$ cat config.mk
export PLATFORM = sky130hd
export DESIGN_NAME = delay_window_monitor
export DESIGN_NICKNAME = d
export VERILOG_FILES = /design/src/rtl/delay_window_monitor.sv
export SDC_FILE = /design/constraint.sdc
export NUM_CORES = 1
export LEC_CHECK = 0
export CAP_MARGIN = 20
export CORE_UTILIZATION = 43
export CTS_CLUSTER_DIAMETER = 50
export DETAILED_ROUTE_END_ITERATION = 8
export PLACE_DENSITY_LB_ADDON = 0.05
export SYNTH_ARGS = -nofsm -noshare
export SYNTH_HDL_FRONTEND = slang
export SYNTH_SLANG_ARGS = --single-unit
$ cat constraint.sdc
create_clock -name clk -period 2.48 [get_ports clk]
set_clock_uncertainty 0.2 [all_clocks]
set_input_delay 0.496 -clock clk [delete_from_list [all_inputs] [get_ports clk]]
set_output_delay 0.496 -clock clk [all_outputs]
set_load 0.05 [all_outputs]
$ cat src/rtl/delay_window_monitor.sv
// Ranged-delay sequence monitor for "a ##[MIN_DELAY:MAX_DELAY] b".
// Tracks overlapping attempts by age; reports hits and (in CHECK mode) expiries.
module delay_window_monitor #(
    parameter int MIN_DELAY = 1,
    parameter int MAX_DELAY = 3,
    parameter int MODE      = 0,
    parameter int CNT_W     = 16
) (
    input  logic             clk,
    input  logic             rst,
    input  logic             clear,
    input  logic             a,
    input  logic             b,
    output logic             match,
    output logic             fail,
    output logic [CNT_W-1:0] match_count,
    output logic [CNT_W-1:0] fail_count,
    output logic             busy
);

    if (MIN_DELAY < 1 || MAX_DELAY < MIN_DELAY || (MODE != 0 && MODE != 1)) begin : g_bad_params
        $error("delay_window_monitor: illegal MIN_DELAY/MAX_DELAY/MODE combination");
    end

    // pend[k] set: an attempt started k cycles ago is still open
    logic [MAX_DELAY:1] pend;
    logic [MAX_DELAY:1] pend_nxt;
    logic               hit;

    assign hit  = b && (|pend[MAX_DELAY:MIN_DELAY]);
    assign busy = |pend;

    // A hit retires every attempt inside the window; younger ones keep aging.
    always_comb begin
        pend_nxt = '0;
        if (!clear) begin
            pend_nxt[1] = a;
            for (int k = 2; k <= MAX_DELAY; k++)
                pend_nxt[k] = pend[k-1] && !(hit && (k - 1 >= MIN_DELAY));
        end
    end

    always_ff @(posedge clk or posedge rst) begin
        if (rst) begin
            pend        <= '0;
            match       <= 1'b0;
            match_count <= '0;
        end else begin
            pend  <= pend_nxt;
            match <= hit;
            if (hit && match_count != {CNT_W{1'b1}})
                match_count <= match_count + 1'b1;
        end
    end

    if (MODE == 1) begin : g_check
        logic expire;

        // b on the last open cycle is a hit, so expiry and hit never coincide
        assign expire = pend[MAX_DELAY] && !b;

        always_ff @(posedge clk or posedge rst) begin
            if (rst) begin
                fail       <= 1'b0;
                fail_count <= '0;
            end else begin
                fail <= expire;
                if (expire && fail_count != {CNT_W{1'b1}})
                    fail_count <= fail_count + 1'b1;
            end
        end
    end else begin : g_cover
        assign fail       = 1'b0;
        assign fail_count = '0;
    end

endmodule

; Word level (Yosys, flattened, before mapping)
; Cells that the tools add are included.
[op_classes]
addsub = 1
multipliers = 0
n_div = 0
n_lt_le_gt_ge = 0
n_eq_ne = 1
shift = 0
n_mux = 1
n_bitwise = 0
n_reduce_logical = 6
[op_table]
columns = operator, count
row1 = "16-bit by 1-bit adder with 16-bit output, second input constant", 1
row2 = "16-bit inequality test, second input constant", 1
row3 = 1-bit logical AND, 4
row4 = 3-bit 2-to-1 mux, 1
row5 = 3-bit OR reduction, 1
row6 = 1-bit zero test, 1
[totals]
regBits = 20
latchBits = 0
ramBits = 0
rom_bits = 0
elab_cells = 12
n_memories = 0

; Longest topological paths before layout
[depth]
ltp_word = 5
mapped_depth = 5
mapped_depth_nobuf = 5

; Least setup slack after synthesis
; No wires, ideal clock.
[synth_path]
path_type = register to register
startpoint = register match_count[0]
endpoint = register match_count[12]
setup_time_ns = 0.125
t_arrival_ns = 1.924
t_required_ns = 2.155
setup_slack_ns = 0.231
path_stages_with_launch = 6
synth_period_minus_slack_ns = 2.249
path_cell_list = dfrtp_1 -> ha_1 -> nand3_1 -> or3_1 -> nor2_1 -> mux2_2
[synth_via]
elab_chain_len = 2
word_cells_on_any_way = 3
cone_classes = add/sub (1) / eq/ne (1) / reduce/logical (1)
[synth_lines]
columns = item, line
row1 = from (decl), 16  ; output logic [CNT_W-1:0] match_count,
row2 = from (signal assigned), 52  ; match_count <= match_count + 1'b1;
row3 = "parallel branches: the longest is 2 deep, another holds 16-bit by 1-bit adder with 16-bit output", n/a
; Several ways; the timed one is not identified.
; A chain may end at the register's enable or synchronous reset.

; Worst setup path after layout
[layout_path]
startpoint = register match_count[8]
endpoint = output match_count[8]
; No word-level cell between the ends.

==> results.sh <==
export IMPL_syn_area_um2=1092
export IMPL_ys_seq_area_share_pct=45.82
export IMPL_yosysWarnings=0
export IMPL_crit_chain="clkdlybuf4s50_1"
export IMPL_ir_drop_uv=685.6
export IMPL_drtIter0Drc=8
export IMPL_avgSynthCellArea_um2=11.26
export IMPL_post_synth_num_cell_types=32
export IMPL_ys_top_cells_by_area="dfrtp_1, buf_4, xor2_1"
export IMPL_worstPathMaxFanout=7
export IMPL_cts_tree="built"
export IMPL_power_leakage_nw=0.6339
export IMPL_slew_viol_final=0
export IMPL_cts_sinks=20
export IMPL_drc_errors=0
export IMPL_drive_gt1_share_pct=12.20
export IMPL_wl_um=1813
export IMPL_critical_path_max_stage_delay_ps=840
export IMPL_grt_pass1_wl_um=3022
export IMPL_fin_nets=130
export IMPL_fmax_mhz=432.7
export IMPL_start_util_pct=47.55
export IMPL_wl_per_cell_um=12.01
export IMPL_worstSetupPathType="reg -> out"
export IMPL_final_period_utilization_pct=93.19
export IMPL_ant_nets=0
export IMPL_maxCapViolCount=0
export IMPL_antenna_cells=0
export IMPL_synth_area_leader_cell="dfrtp_1"
export IMPL_via_count=737
export IMPL_min_period_ps=2311
export IMPL_dieArea_um2=2746
export IMPL_hold_viol_final=0
export IMPL_clk_path_buf_depth=2
export IMPL_placementRows=17
export IMPL_p_per_area_nw_per_um2=767.3
export IMPL_crit_path_top_delay_cell="clkdlybuf4s50_1"
export IMPL_dr_pass1_iters=2
export IMPL_required_ps=1780
export IMPL_crit_start="match_count[8]"
export IMPL_die_w_um=52.40
export IMPL_hp_class="in -> async"
export IMPL_pre_cts_ws_ps=102.1
export IMPL_rsz0062_at_grt="false"
export IMPL_fin_tns_setup_ps=0
export IMPL_crit_buf_inv=1
export IMPL_crit_arrival_ps=1620
export IMPL_holdWs_ps=304.0
export IMPL_insertion_delay_ps=300
export IMPL_worstReg2RegStart="match_count[0]"
export IMPL_ys_ff_latch=20
export IMPL_finalSetupViolations=0
export IMPL_ctsHoldBuffers=0
export IMPL_area_growth_pct=21.08
export IMPL_dpl_hpwl_um=1352
export IMPL_grt_pass1_vias=672
export IMPL_cp_start_kind="flop"
export IMPL_cts_htree_levels=1
export IMPL_track_usage_pct=15.31
export IMPL_vias_per_cell=4.881
export IMPL_antenna_found_initial=0
export IMPL_cts_buffers=3
export IMPL_syn_inst=97
export IMPL_io_pins=40
export IMPL_slew_headroom_pct=61.60
export IMPL_netlist_area_leader_share_pct=45.82
export IMPL_tightest_slew_ps=567.1
export IMPL_grt_max_degree=21
export IMPL_die_h_um=52.40
export IMPL_status="finished, final reports clean"
export IMPL_grt_overflow_total=0
export IMPL_place_port_buffers=22
export IMPL_power_total_mw=1.015
export IMPL_crit_path_end_kind="output pin"
export IMPL_clk_pin_slew_worst_paths_ps=110
export IMPL_routabilityCongestion=0.8044
export IMPL_root_buffer="clkbuf_4"
export IMPL_core_um2=2297
export IMPL_setup_ws_ps=169.0
export IMPL_cpLargestDelayFamily="buffers and inverters"
## Yosys cell counts (all sizes together)
cell type and number:
o311ai 1, nand3 4, nor2b 1, conb 1, o31ai 1, ha 1
dfrtp 20, and4 1, o21ai 2, xor2 9, or3 2, nor4b 1
nand2 5, inv 3, and3 1, mux2 2, nor3 2, buf 17
nand3b 1, nor4 4, nor2 4, nand4 4, nand2b 1, nor3b 4
nand4b 1, xnor2 4
## final cells by class
class                           instances  area [um2]
Fill cell                             212       974.7
Multi-Input combinational cell         73       513.0
Sequential cell                        20       500.5
Timing Repair Buffer                   23       226.5
Clock buffer                            4       36.28
Tap cell                               28       35.03
Inverter                                3       11.26
## final timing paths
check / endpoint / slack, ps / cells after the start
hold / removal: pend[1] / 300 / 3
setup / recovery: match_count[8] / 170 / 1
hold reg to reg: match_count[15] / 330 / 1
min in group clk: match_count[15] / 330 / 1
setup reg to reg: match_count[12] / 480 / 5
max in group asynchronous: match_count[3] / 1570 / 3
## report_power, final
| group | switching [mW] | total [mW] | internal, mW |
|---|---|---|---|
| Sequential | 0.0660 | 0.435 | 0.369 |
| Combinational | 0.269 | 0.395 | 0.126 |
| Clock | 0.0950 | 0.185 | 0.0895 |
| Total | 0.430 | 1.01 | 0.585 |
## registers in the layout, indices dropped and copies added, names as in the netlist
name and cells:
match 1, match_count 16, pend 3
## cell families (layout without fill, tap and decap cells)
kind of cell / count (synthesis) / in the layout / share of synthesized area, %
other: 1 / 17 / 0.3433
AND/OR/NAND/NOR: 36 / 36 / 23.48
XOR/XNOR: 13 / 13 / 10.42
buffers and inverters: 20 / 30 / 12.71
AO/OA/AOI/OAI: 4 / 4 / 3.666
flip-flops: 20 / 20 / 45.82
adder cells (fa/ha/maj): 1 / 1 / 1.145
multiplexers: 2 / 2 / 2.405
## metrics by stage
stage / cells / cell area [um2] / utilization (%)
global route: 151 / 1323 / 57.57
CTS: 151 / 1323 / 57.57
floorplan: 113 / 1152 / -
global placement: 147 / 1287 / 56.05
finish: 151 / 1323 / 57.57
detailed placement: 147 / 1287 / 56.05
## what timing repair did
item,CTS,global route
setup buffers,0,0
gates resized for setup,1,0
endpoints found under the setup margin,1,0
## per-layer routing
| layer | wire length, um | up-vias | GRT usage (%) |
|---|---|---|---|
| met5 | 0 | - | 0 |
| met4 | 10 | 0 | 2.632 |
| met3 | 99 | 2 | 6.087 |
| met2 | 821 | 25 | 25.11 |
| met1 | 881 | 352 | 19.12 |
| li1 | - | 358 | - |
## placed cells by master (no fill, tap or decap), drive strengths merged
master,count
dlygate4sd2,1
and4,1
ha,1
nor4,4
nor3,2
clkdlybuf4s50,21
or3,2
o31ai,1
nand4,4
nand2b,1
inv,3
dfrtp,20
and3,1
nand4b,1
nand2,5
xor2,9
mux2,2
o311ai,1
nand3b,1
o21ai,2
buf,1
nand3,4
nor4b,1
xnor2,4
nor3b,4
nor2,4
clkbuf,4
conb,17
nor2b,1
Power figures use the tool's default switching activity.
